--- config.mk ---
export PLATFORM = sky130hd
export DESIGN_NAME = fetch_unit
export DESIGN_NICKNAME = d
export VERILOG_FILES = /design/src/rtl/fetch_unit.sv
export SDC_FILE = /design/constraint.sdc
export NUM_CORES = 1
export LEC_CHECK = 0
export CORE_MARGIN = 2
export CORE_UTILIZATION = 45
export DETAILED_ROUTE_END_ITERATION = 10
export PLACE_DENSITY = 0.75
export RECOVER_POWER = 100
export SYNTH_ARGS = -nofsm -noshare
export SYNTH_HDL_FRONTEND = slang
export SYNTH_SLANG_ARGS = --single-unit
--- constraint.sdc ---
create_clock -name clk -period 1.9 [get_ports clk]
set_input_delay 0.38 -clock clk [delete_from_list [all_inputs] [get_ports clk]]
set_output_delay 0.38 -clock clk [all_outputs]
set_load 0.03 [all_outputs]
--- src/rtl/fetch_unit.sv ---
// fetch_unit: ROM fetch sequencer with prefetch FIFO, jump flush, halt and optional range fault (FETCH_LIMIT_EN)
module fetch_unit #(
    parameter int          DEPTH   = 2,
    parameter logic [7:0]  RST_PC  = 8'h00,
    parameter logic [7:0]  ROM_TOP = 8'h1F
) (
    input  logic       clk,
    input  logic       n_reset,
    output logic [7:0] adrs,
    output logic       rd,
    input  logic [7:0] dout,
    output logic [7:0] inst,
    output logic [7:0] pc,
    output logic       inst_valid,
    input  logic       inst_ready,
    input  logic       jmp,
    input  logic [7:0] jmp_adrs,
    input  logic       halt,
    output logic       fault
);
`ifdef FETCH_LIMIT_EN
    localparam bit LIMIT = 1'b1;
`else
    localparam bit LIMIT = 1'b0;
`endif
    localparam int AW = $clog2(DEPTH);
    localparam logic [AW:0] FULL = (AW+1)'(DEPTH);
    typedef enum logic [1:0] {BOOT, RUN, STOP} state_t;
    state_t        state_q;
    logic [7:0]    fptr_q;
    logic [7:0]    data_q [DEPTH];
    logic [7:0]    addr_q [DEPTH];
    logic [AW-1:0] rptr_q, wptr_q;
    logic [AW:0]   count_q, count_d;
    logic          fault_q, pop, over, take_jmp;
    assign pop        = inst_valid && inst_ready;
    assign over       = LIMIT && (fptr_q > ROM_TOP);
    assign take_jmp   = jmp && (state_q != BOOT);
    assign rd         = (state_q == RUN) && !jmp && !over && ((count_q < FULL) || pop);
    assign count_d    = count_q + (AW+1)'(rd) - (AW+1)'(pop);
    assign adrs       = fptr_q;
    assign inst       = data_q[rptr_q];
    assign pc         = addr_q[rptr_q];
    assign inst_valid = (count_q != '0);
    assign fault      = fault_q;
    // Control FSM, fetch pointer and sticky range fault; a jump overrides everything
    always_ff @(posedge clk or negedge n_reset) begin
        if (!n_reset) begin
            state_q <= BOOT;
            fptr_q  <= RST_PC;
            fault_q <= 1'b0;
        end else if (take_jmp) begin
            state_q <= halt ? STOP : RUN;
            fptr_q  <= jmp_adrs;
            fault_q <= 1'b0;
        end else begin
            if (rd) fptr_q <= fptr_q + 8'd1;
            if (state_q == RUN && over) fault_q <= 1'b1;
            case (state_q)
                BOOT:    state_q <= RUN;
                RUN:     if (halt || over) state_q <= STOP;
                default: if (!halt && !fault_q) state_q <= RUN;
            endcase
        end
    end
    // Prefetch FIFO: push {dout, adrs} on fetch, pop on handshake, flush on jump
    always_ff @(posedge clk or negedge n_reset) begin
        if (!n_reset) begin
            rptr_q  <= '0;
            wptr_q  <= '0;
            count_q <= '0;
            for (int i = 0; i < DEPTH; i++) begin
                data_q[i] <= 8'h00;
                addr_q[i] <= 8'h00;
            end
        end else if (take_jmp) begin
            rptr_q  <= wptr_q;
            count_q <= '0;
        end else begin
            if (rd) begin
                data_q[wptr_q] <= dout;
                addr_q[wptr_q] <= fptr_q;
                wptr_q         <= wptr_q + AW'(1);
            end
            if (pop) rptr_q <= rptr_q + AW'(1);
            count_q <= count_d;
        end
    end
endmodule

; ---- Word level (Yosys, flattened, before mapping)
; Index checks and enable logic that the tools add are counted.
[word_totals]
ff_bits = 46
in_bits = 21
out_inout_bits = 27
word_cells = 59
[classes]
addsub = 5
n_lt_le_gt_ge = 4
n_eq_ne = 2
mux = 20
n_bitwise = 3
reduce_logical = 16
[op_table]
columns = cell, n
row1 = $mux 8, 9
row2 = $bwmux 16, 2
row3 = $mux 2, 5
row4 = $add 8x1->8 const B, 1
row5 = $demux 8 s1, 1
row6 = $reduce_bool 2->1, 4
row7 = $logic_and 1x1->1, 5
row8 = $ge 2x2->1 const B, 2
row9 = $not 1->2, 2
row10 = $pmux 2 s2, 1
row11 = $reduce_and 2->1, 2
row12 = $reduce_bool 4->1, 1
row13 = $ne 3x3->1 const B, 1
row14 = $add 1x1->1 const B, 2
row15 = $add 2x1->2, 1
row16 = $eq 2x1->1 const B, 1
row17 = $logic_not 1->1, 2
row18 = $logic_not 2->1, 1
row19 = $lt 2x1->1 const B, 1
row20 = $lt 2x2->1 const B, 1
row21 = $mux 1, 2
row22 = $sub 2x1->2, 1
row23 = $logic_or 1x1->1, 1
row24 = $not 1->1, 1

; ---- Longest topological paths before layout
; Gate-level depths: netlist of run 1.
[logic_depth]
ltp_word = 7
mapped_depth = 8
mapped_depth_nobuf = 8

; ---- Least setup slack after synthesis of run 1
; No wires, ideal clock.
[synth_path]
path_type = reg2reg
start = register count_q[1]
end = register addr_q[10] in the netlist's numbering
setup_ps = 125
arrival_time_ps = 2082
t_required_ps = 1775
setup_slack_ps = -307
stages_incl_launch_ff = 8
n_path_buf = 3
synth_period_minus_slack_ps = 2207
path_cell_list = dfrtp_1 nor2b_4 buf_6 nor4b_4 and2b_1 buf_6 buf_12 mux2_4
[synth_via]
elab_chain_cells = 5
word_cells_on_any_way = 6
cone_classes = order compare: 1 / reduce/logical: 5
[synth_rtl]
columns = element, line
row1 = "start, declared", 34  ; logic [AW:0] count_q, count_d;
row2 = "start signal, assigned", 86  ; count_q <= count_d;
row3 = "parallel branches: the longest is 2 deep, another holds $lt 2x2->1", n/a
row4 = $logic_or 1x1->1 *, 39  ; assign rd = (state_q == RUN) && !jmp && !over && ((count_q < FULL) || pop);
row5 = $logic_and 1x1->1 *, 39
row6 = named net rd, 10  ; output logic rd,
row7 = $reduce_and 2->1 (no line) *, n/a
row8 = "end signal, assigned by index", 82  ; addr_q[wptr_q] <= fptr_q;
row9 = "end, declared", 32  ; logic [7:0] addr_q [DEPTH];
; Mark *: on every way through the listed nets, which the timed path passes.
; A chain may end at the register's enable or synchronous reset.

; ---- Worst setup path in the final report of run 1
[layout_path]
start = input jmp
end = register addr_q[8] in the netlist's numbering
[layout_via]
elab_chain_cells = 4
word_cells_on_any_way = 6
cone_classes = bitwise: 1 / reduce/logical: 5
[layout_rtl]
columns = element, line
row1 = "start, declared", 16  ; input logic jmp,
row2 = $logic_not 1->1, 39
row3 = $logic_and 1x1->1 (2 in series), 39
row4 = $reduce_and 2->1 (no line) *, n/a
; Mark *: on every way between the ends. The rest lies on a longest branch, timed or not.

==> metrics.csv, run 1 <==
stage;metric;value;unit
setup_path;start_kind;primary input;
floorplanning;rows;25;
finish;fin_area;2990;um^2
pwr;ir_drop;826;uV
setup_path;slowest_stage;dlygate4sd3_1;
logic_synthesis;synthTopCellsByArea;dfrtp_1 52%, mux2_2 19%, mux2_4 6.7%;
logic_synthesis;synth_seq_cells;46;
drt;viasPerCell;5.00;
finish;areaGrowthSynthToFinish;34.2;%
clocking;h-tree-depth;2;
sta;finalSetupViolations;5;
logic_synthesis;synth_cell_types;36;
placement;io_buffers;46;
floorplanning;dieArea;5530;um^2
clocking;clkLatencyLatePin;0.29;ns
finish;antenna_cells;0;
logic_synthesis;syn_area_per_cell;13.5;um^2
drt;drt_first_pass_iters;4;
sta;setup_slack;-0.00904;ns
status;violations;setup timing;
placement;place_hpwl;3020;um
logic_synthesis;async_reset_ff_share;100;%
placement;globalplace.congestion;0.791;
logic_synthesis;yosysTopAreaCell;dfrtp_1;
sta;post-route-period-util;100;%
sta;hold_viol;0;
pwr;p_per_area;1670;nW/um^2
grt;grt_pass1_wl;7040;um
logic_synthesis;yosys_warnings;0;
drt;routed_wl;4360;um
setup_path;arrival;2.08;ns
grt;antenna_found_initial;0;
logic_synthesis;synth_top_area_share;51.7;%
sta;finalCriticalPeriod;1.91;ns
setup_path;critPathMaxStageDelay;0.59;ns
clocking;numCtsBuffers;5;
setup_path;endpoint_kind;register;
logic_synthesis;syn-num-nets;189;
drt;ant_nets;0;
sta;relSlewSlack;8.58;%
floorplanning;ioPinCount;48;
clocking;cts_root_buf;clkbuf_8;
floorplanning;die_w;74.4;um
hold_path;hold_path_class;in2async;
finish;fin_nets;249;
logic_synthesis;netlist_area;2230;um^2
drt;post_drt_wl_per_cell;14.9;um
drt;remaining_drc_errors;0;
clocking;clk_pin_slew;0.08;ns
sta;maxSlewViolCount;0;
logic_synthesis;synth_seq_area_share;51.7;%
clocking;clock_sinks;46;
setup_path;worstPathMaxFanout;8;
finish;drive_gt1_share;42.5;%
floorplanning;fp.dieH;74.4;um
sta;rsz0062_at_grt;yes;
sta;skew;0.00831;ns
grt;grt-ovfl-total;0;
setup_path;crit_chain;dlygate4sd3_1, nor4b_4, buf_4, and2b_2, clkbuf_16, mux2_4;
logic_synthesis;synth_edf_count;0;
setup_path;setup.worst_path.class;in2reg;
grt;grt_max_degree;25;
logic_synthesis;synthCells;165;
sta;worst_slew_pin_slew;1.37;ns
sta;fmax;524;MHz
grt;grt_pass1_vias;1513;
drt;detail_route.iter0.violations;97;
grt;grt_usage;16.6;%
floorplanning;core-area;4750;um^2
sta;setup_tns;-0.0345;ns
logic_synthesis;ys.flop_type;dfrtp_1;
placement;place_area;2810;um^2
logic_synthesis;synth.most_common_cell;dfrtp_1;
drt;vias;1466;
pwr;fin_total_pwr;4.98;mW
status;status;finished, violations left;
placement;pre_cts_ws;-0.172;ns
clocking;clockBufferDepth;2;
logic_synthesis;synth_common_cells;46 x dfrtp_1, 38 x mux2_2, 10 x mux2_4, 9 x nor2_1, 9 x xnor2_1;
setup_path;required;2.07;ns
pwr;p_leak;1.30;nW
floorplanning;initial_core_util;46.8;%
clocking;cts_tree;built;
run;drv_cap;0;
[cell usage in the layout, fill, tap and decap left out, drive strengths merged, types with 2 or more instances in the layout]
cell type / synthesis / routed
a21oi: 8 / 8
and2: 3 / 3
buf: 6 / 18
clkbuf: 4 / 16
clkdlybuf4s15: 0 / 7
clkdlybuf4s50: 0 / 22
clkinv: 0 / 2
dfrtp: 46 / 46
dlygate4sd2: 0 / 3
ha: 3 / 3
inv: 3 / 3
mux2: 48 / 48
nand2: 3 / 3
nor2: 9 / 9
nor4: 3 / 3
nor4b: 2 / 2
o21ai: 2 / 2
xnor2: 9 / 9
[routing by layer]
layer | global-route usage (%) | share of wire, % | up-vias
met1 | 23.6 | 43 | 741
li1 | - | - | 698
met2 | 26.9 | 53 | 25
met5 | 0 | 0 | -
met3 | 2.85 | 3.2 | 2
met4 | 4.37 | 0.48 | 0
[report_power, final]
group | internal, mW | leakage, nW | switching [mW]
registers | 1.40 | 0.533 | 0.287
clock network | 0.387 | 0.0579 | 0.322
logic | 1.32 | 0.704 | 1.26
[state kept, by name, indices dropped and copies added, names as in the netlist]
signal / flops
addr_q: 16
data_q: 16
rptr_q: 1
state_q: 2
wptr_q: 1
count_q: 2
adrs: 8
[cells by family after synthesis]
| group | after synthesis | share of synthesized area [%] |
|---|---|---|
| mux | 49 | 26.4 |
| compound gates | 13 | 3.20 |
| other cells | 1 | 0.168 |
| simple gates | 30 | 8.82 |
| fa+ha+maj | 3 | 1.69 |
| buf+inv | 13 | 4.10 |
| xor+xnor | 10 | 3.93 |
| flops | 46 | 51.7 |
[what timing repair did]
item / in CTS / in global routing
gates resized for setup: 43 / 29
buffers inserted: 1 / 3
setup endpoints to repair: 20 / 25
cloned: 0 / 1
hold buffers: 0 / 0
pin swaps: 0 / 3
[metrics by stage]
stage / hold WS (ns) / utilization [%] / instances
final: 0.387 / 62.9 / 293
after CTS: 0.0934 / 61.8 / 289
after floorplan: 0.0844 / - / 165
after global placement: 0.398 / 59.1 / 280
after global routing: 0.497 / 62.9 / 293
after detailed placement: 0.405 / 59.1 / 280
[area by class of cell]
type	instances	area (um^2)
well taps	67	83.8
fillers	412	1770
clock inverters	3	40.0
multi-input cells	106	1030
inverters	3	11.3
flip-flops and latches	46	1150
clock buffers	5	68.8
repair buffers	63	606
[critical path, delay by kind of cell]
kind                   cells  cell delay [ns]
muxes                      1             0.29
buffers and inverters      3             0.92
and+or+nand+nor            2             0.48
[path summary, 6_finish.rpt]
path | startpoint | end | slack (ns) | cells past startpoint
worst min-delay path | n_reset | adrs[2] | 0.39 | 1
min in group clk | data_q[1] | data_q[1] | 0.51 | 1
worst max register to register | count_q[1] | addr_q[8] | 0.02 | 7
worst max-delay path | jmp | addr_q[8] | -0.009 | 6
worst min register to register | data_q[1] | data_q[1] | 0.51 | 1
max in group asynchronous | n_reset | data_q[5] | 0.70 | 1
No activity file was read; power rests on OpenSTA's default activity.
==> run 2, diff against run 1 <==
Settings changed: CTS_CLUSTER_SIZE set to 30, GPL_ROUTABILITY_DRIVEN set to 0, SKIP_CTS_REPAIR_TIMING set to 1.
==> run 2 against run 1 <==
  * Sequential share of layout area down 0.54 points
  * Worst setup slack worse by 0.0097 ns
  * Routed wire length down 2.0%
  * Non-clock buffer count unchanged
  * Utilization up 0.89 points
  * Sequential cell count unchanged
  * Critical path type is now in2out
  * Combinational power up 3%
  * The run still ends with setup timing left
  * Register-to-register slack about the same
  * Die area unchanged
==> metrics.csv, run 2 (synthesis gave the netlist of run 1 again) <==
stage;metric;value;unit;change
sta;post-route-period-util;101;%;+0.51 points
sta;maxSlewViolCount;0;;unchanged
setup_path;r2r_start;count_q[1];;
clocking;clockBufferDepth;2;;unchanged
pwr;p_switching;1.84;mW;-1.3%
setup_path;r2r_cells;7;;unchanged
clocking;cts_root_buf;clkbuf_8;;
sta;relSlewSlack;13.6;%;+5.0 points
finish;areaGrowthSynthToFinish;36.1;%;
clocking;clock_sinks;46;;unchanged
sta;skew;0.00666;ns;-0.00164 ns
pwr;p_seq_share;33.4;%;-0.6 points
pwr;p_int;3.22;mW;+3.4%
finish;final_cell_mix;46 x dfrtp_1, 33 x mux2_2, 22 x clkdlybuf4s50_1;;
run;drv_cap;0;;unchanged
floorplanning;ioPinCount;48;;unchanged
finish;fin_area;3030;um^2;+1.4%
setup_path;r2r-end;data_q[9];;
pwr;p_clk_share;13.9;%;-0.3 points
status;status;finished, violations left;;
finish;fin_nets;249;;unchanged
hold_path;hold_path_class;in2async;;
sta;holdWs;0.354;ns;-0.0325 ns
grt;grt_usage;16.5;%;-0.17 points
setup_path;required;1.52;ns;-0.55 ns
pwr;fin_total_pwr;5.06;mW;+1.6%
setup_path;start_kind;primary input;;
status;violations;setup timing;;
clocking;numCtsBuffers;5;;unchanged
drt;drt_first_pass_iters;4;;unchanged
setup_path;rrSetupSlack;0.01;ns;about the same
floorplanning;die_w;74.4;um;unchanged
setup_path;arrival;1.54;ns;-0.54 ns
clocking;h-tree-depth;2;;unchanged
placement;place_hpwl;3020;um;unchanged
sta;hold_viol;0;;unchanged
pwr;p_leak;1.44;nW;+12%
pwr;p_comb_share;52.7;%;+0.9 points
drt;ant_nets;0;;unchanged
clocking;clkLatencyLatePin;0.29;ns;about the same
sta;setup_slack;-0.0188;ns;-0.00974 ns
sta;rsz0062_at_grt;yes;;
setup_path;worstPathMaxFanout;5;;-3
pwr;p_per_area;1670;nW/um^2;+0.19%
floorplanning;initial_core_util;46.8;%;unchanged
grt;grt_pass1_vias;1508;;-0.33%
finish;drive_gt1_share;35.0;%;-7.5 points
sta;finalSetupViolations;2;;-3
placement;io_buffers;46;;unchanged
grt;grt-ovfl-total;0;;unchanged
floorplanning;core-area;4750;um^2;unchanged
drt;remaining_drc_errors;0;;unchanged
grt;grt_max_degree;25;;unchanged
pwr;sw_frac_of_total;36.4;%;-1.1 points
drt;vias;1471;;+0.34%
drt;routed_wl;4270;um;-2.0%
drt;post_drt_wl_per_cell;14.6;um;-2.0%
floorplanning;dieArea;5530;um^2;unchanged
sta;setup_tns;-0.0297;ns;+0.00476 ns
pwr;ir_drop;829;uV;+0.28%
clocking;clk_pin_slew;0.08;ns;about the same
drt;detail_route.iter0.violations;86;;-11%
floorplanning;fp.dieH;74.4;um;unchanged
finish;layout_commonest_cell;dfrtp_1;;
setup_path;setup.worst_path.class;in2out;;
sta;worst_slew_pin_slew;1.30;ns;-0.0748 ns
setup_path;endpoint_kind;output pin;;
clocking;cts_tree;built;;
grt;grt_pass1_wl;6990;um;-0.78%
sta;finalCriticalPeriod;1.92;ns;+0.00974 ns
sta;fmax;521;MHz;-0.51%
drt;viasPerCell;5.02;;+0.34%
placement;place_area;2810;um^2;unchanged
floorplanning;rows;25;;unchanged
grt;antenna_found_initial;0;;unchanged
finish;antenna_cells;0;;unchanged
==> run 2: cell count changes in the layout (fill, tap and decap cells not counted) <==
cell | before | now
dlygate4sd2_1 | 3 | 0
clkbuf_16 | 1 | 0
buf_6 | 5 | 3
and2b_2 | 1 | 0
clkdlybuf4s15_2 | 7 | 0
clkbuf_4 | 0 | 1
clkbuf_2 | 7 | 1
and2b_1 | 0 | 1
dlymetal6s2s_1 | 1 | 20
buf_12 | 3 | 2
buf_2 | 2 | 0
mux2_4 | 16 | 15
buf_4 | 8 | 10
mux2_2 | 32 | 33
==> run 2: routing by layer <==
metal  track usage (%)  up-vias  share of wire (%)
li1                  -      699                  -
met1              22.8      746                 44
met2              27.1       24                 52
met3              2.85        2                3.1
met4              4.37        0               0.49
met5                 0        -                  0
==> run 2: worst max path at each step <==
stage                       to  cells after the start  slack [ns]        from
global route                rd                      5       -0.07  count_q[1]
finish                      rd                      4       -0.02         jmp
floorplan           addr_q[10]                      7       -0.30  count_q[1]
CTS                    inst[2]                      3       -0.29      rptr_q
detailed placement  count_q[1]                      8       -0.17  inst_ready
global placement       adrs[7]                      5       -0.15         jmp
==> run 2: worst max-delay path, stage by stage <==
cell and delay (ns):
dlygate4sd3_1 0.59, nor4b_4 0.28, buf_6 0.16, buf_6 0.12
==> run 2: layout make-up <==
class,instances,area (um^2)
clock buffers,5,68.8
clock inverters,3,40.0
fillers,394,1720
inverters,3,11.3
multi-input cells,106,1020
flip-flops and latches,46,1150
well taps,67,83.8
repair buffers,63,653
==> run 2: through the flow <==
stage | std cells | worst slack (ns) | util, %
2_1_floorplan | 165 | -0.302 | -
3_3_place_gp | 280 | -0.154 | 59.1
3_5_place_dp | 280 | -0.172 | 59.1
4_1_cts | 288 | -0.295 | 61.4
5_1_grt | 293 | -0.0749 | 63.8
6_report | 293 | -0.0188 | 63.8
==> run 2: power groups by stage <==
stage | clock network (mW) | logic [mW] | registers, mW
final | 0.704 | 2.66 | 1.69
after global routing | 0.759 | 2.83 | 1.76
after CTS | 0.723 | 2.67 | 1.69
after detailed placement | 0 | 2.66 | 1.70
after global placement | 0 | 2.62 | 1.69
after floorplan | 0 | 1.72 | 1.68
==> run 3, diff against run 2 <==
Settings changed: CORE_ASPECT_RATIO set to 2.
==> run 3 against run 2 <==
  * Critical path depth increased by 1
  * Final area down 0.83%
  * Count of clock-buffer cells in the layout is 2 higher
  * First-iteration DRC count down 83%
  * The flow still finishes with violations (setup timing)
  * Sequential share of layout area up 0.32 points
  * Critical path type is now reg2out
  * Worst hold slack better by 0.020 ns
  * Clock skew shrank 0.0043 ns
  * Non-clock buffer count rose by 1
==> metrics.csv, run 3 (synthesis gave the netlist of run 1 again) <==
stage;metric;value;unit;change
status;status;finished, violations left;;
status;violations;setup timing;;
setup_path;r2r_start;count_q[1];;
pwr;p_switching;1.82;mW;-1.2%
setup_path;crit_path_start;count_q[1];;
setup_path;r2r-end;data_q[11];;
grt;grt_usage;17.2;%;+0.68 points
placement;place_area;2800;um^2;-0.45%
setup_path;r2r_cells;7;;unchanged
sta;rsz0062_at_grt;yes;;
sta;setup_tns;-0.0579;ns;-0.0281 ns
pwr;p_clk_share;12.1;%;-1.8 points
setup_path;endpoint_kind;output pin;;
finish;instances_no_fill;284;;-3.1%
drt;detail_route.iter0.violations;15;;-83%
setup_path;crit_chain;buf_6, nor2b_4, nor4b_4, buf_4, buf_6;;
floorplanning;die_w;53.7;um;-28%
drt;remaining_drc_errors;0;;unchanged
grt;grt-ovfl-total;0;;unchanged
clocking;cts_tree;built;;
sta;holdWs;0.374;ns;+0.0199 ns
finish;fin_nets;250;;+0.40%
floorplanning;fp.dieH;103;um;+39%
setup_path;arrival;1.56;ns;+0.02 ns
floorplanning;ioPinCount;48;;unchanged
floorplanning;rows;36;;+44%
setup_path;slowest_stage;dfrtp_1;;
drt;viasPerCell;5.18;;+3.1%
pwr;p_leak;1.44;nW;-0.26%
setup_path;required;1.52;ns;about the same
finish;areaGrowthSynthToFinish;35.0;%;
grt;antenna_found_initial;0;;unchanged
sta;hold_viol;0;;unchanged
grt;grt_pass1_vias;1471;;-2.5%
pwr;p_comb_share;53.9;%;+1.2 points
drt;post_drt_wl_per_cell;14.9;um;+2.6%
clocking;clock_sinks;46;;unchanged
sta;fmax;514;MHz;-1.3%
pwr;p_int;3.13;mW;-2.5%
sta;post-route-period-util;102;%;+1.4 points
placement;dp_cells;274;;-2.1%
placement;io_buffers;46;;unchanged
grt;grt_max_degree;47;;+88%
setup_path;rrSetupSlack;0;ns;about the same
clocking;clkLatencyLatePin;0.29;ns;about the same
pwr;ir_drop;995;uV;+20%
clocking;cts_root_buf;clkbuf_8;;
hold_path;hold_path_class;in2async;;
setup_path;critPathMaxStageDelay;0.40;ns;-0.19 ns
clocking;numCtsBuffers;5;;unchanged
clocking;clk_pin_slew;0.08;ns;about the same
floorplanning;dieArea;5560;um^2;+0.62%
finish;drive_gt1_share;36.6;%;+1.6 points
drt;ant_nets;0;;unchanged
setup_path;worstPathMaxFanout;4;;-1
sta;skew;0.00237;ns;-0.00430 ns
clocking;h-tree-depth;2;;unchanged
sta;relSlewSlack;25.5;%;+12 points
pwr;p_per_area;1650;nW/um^2;-1.2%
drt;vias;1470;;-0.068%
clocking;clockBufferDepth;2;;unchanged
sta;maxSlewViolCount;0;;unchanged
pwr;sw_frac_of_total;36.7;%;+0.31 points
finish;antenna_cells;0;;unchanged
sta;setup_slack;-0.0449;ns;-0.0261 ns
drt;routed_wl;4240;um;-0.54%
floorplanning;initial_core_util;46.2;%;-0.63 points
pwr;p_seq_share;34.0;%;+0.6 points
sta;worst_slew_pin_slew;1.12;ns;-0.179 ns
finish;layout_commonest_cell;dfrtp_1;;
sta;finalCriticalPeriod;1.94;ns;+0.0261 ns
finish;final_cell_mix;46 x dfrtp_1, 32 x mux2_2, 22 x clkdlybuf4s50_1;;
setup_path;cpMostUsedCell;buf_6;;
setup_path;start_kind;register;;
floorplanning;core-area;4820;um^2;+1.4%
sta;finalSetupViolations;5;;+3
placement;place_hpwl;3020;um;-0.12%
run;drv_cap;0;;unchanged
finish;fin_area;3010;um^2;-0.83%
drt;drt_first_pass_iters;4;;unchanged
grt;grt_pass1_wl;6840;um;-2.1%
setup_path;setup.worst_path.class;reg2out;;
-- run 3: cell type report --
type | instances | area, um^2
fill | 395 | 1810
sequential | 46 | 1150
multi-input combinational | 106 | 1030
timing repair buffer | 64 | 654
clock buffer | 7 | 86.3
tap | 57 | 71.3
inverter | 3 | 11.3
clock inverter | 1 | 5.00
-- run 3: power groups by stage --
stage	clock network (mW)	registers (mW)	logic, mW
detailed placement	0	1.69	2.65
global placement	0	1.68	2.62
global route	0.652	1.75	2.86
floorplan	0	1.68	1.72
finish	0.597	1.69	2.67
CTS	0.618	1.68	2.66
-- run 3: metrics by stage --
stage / util [%] / total power, mW / setup slack, ns
after floorplan: - / 3.40 / -0.302
after global placement: 58.1 / 4.29 / -0.217
after detailed placement: 58.1 / 4.34 / -0.241
after CTS: 60.0 / 4.96 / -0.270
after global routing: 62.4 / 5.26 / -0.113
final: 62.4 / 4.95 / -0.0449
-- run 3: worst max-delay path, delay by kind of cell, from the launching register on --
family / cells / cell delay (ns)
simple gates: 2 / 0.46
flops: 1 / 0.40
buf+inv: 3 / 0.41
-- run 3: worst max-delay path by stage --
stage,depth (start not counted),to
after floorplan,7,addr_q[10]
after global placement,6,data_q[8]
after detailed placement,6,data_q[11]
after CTS,3,pc[4]
after global routing,5,rd
final,5,rd
-- run 3: layer usage --
layer | part of all wire (%) | routed length [um] | global-route usage, % | vias to the layer above
met5 | 0 | 0 | 0 | -
met4 | 1.7 | 73 | 6.71 | 0
met3 | 4.1 | 173 | 3.30 | 7
met2 | 55 | 2330 | 29.6 | 36
met1 | 39 | 1670 | 20.3 | 726
li1 | - | - | - | 701
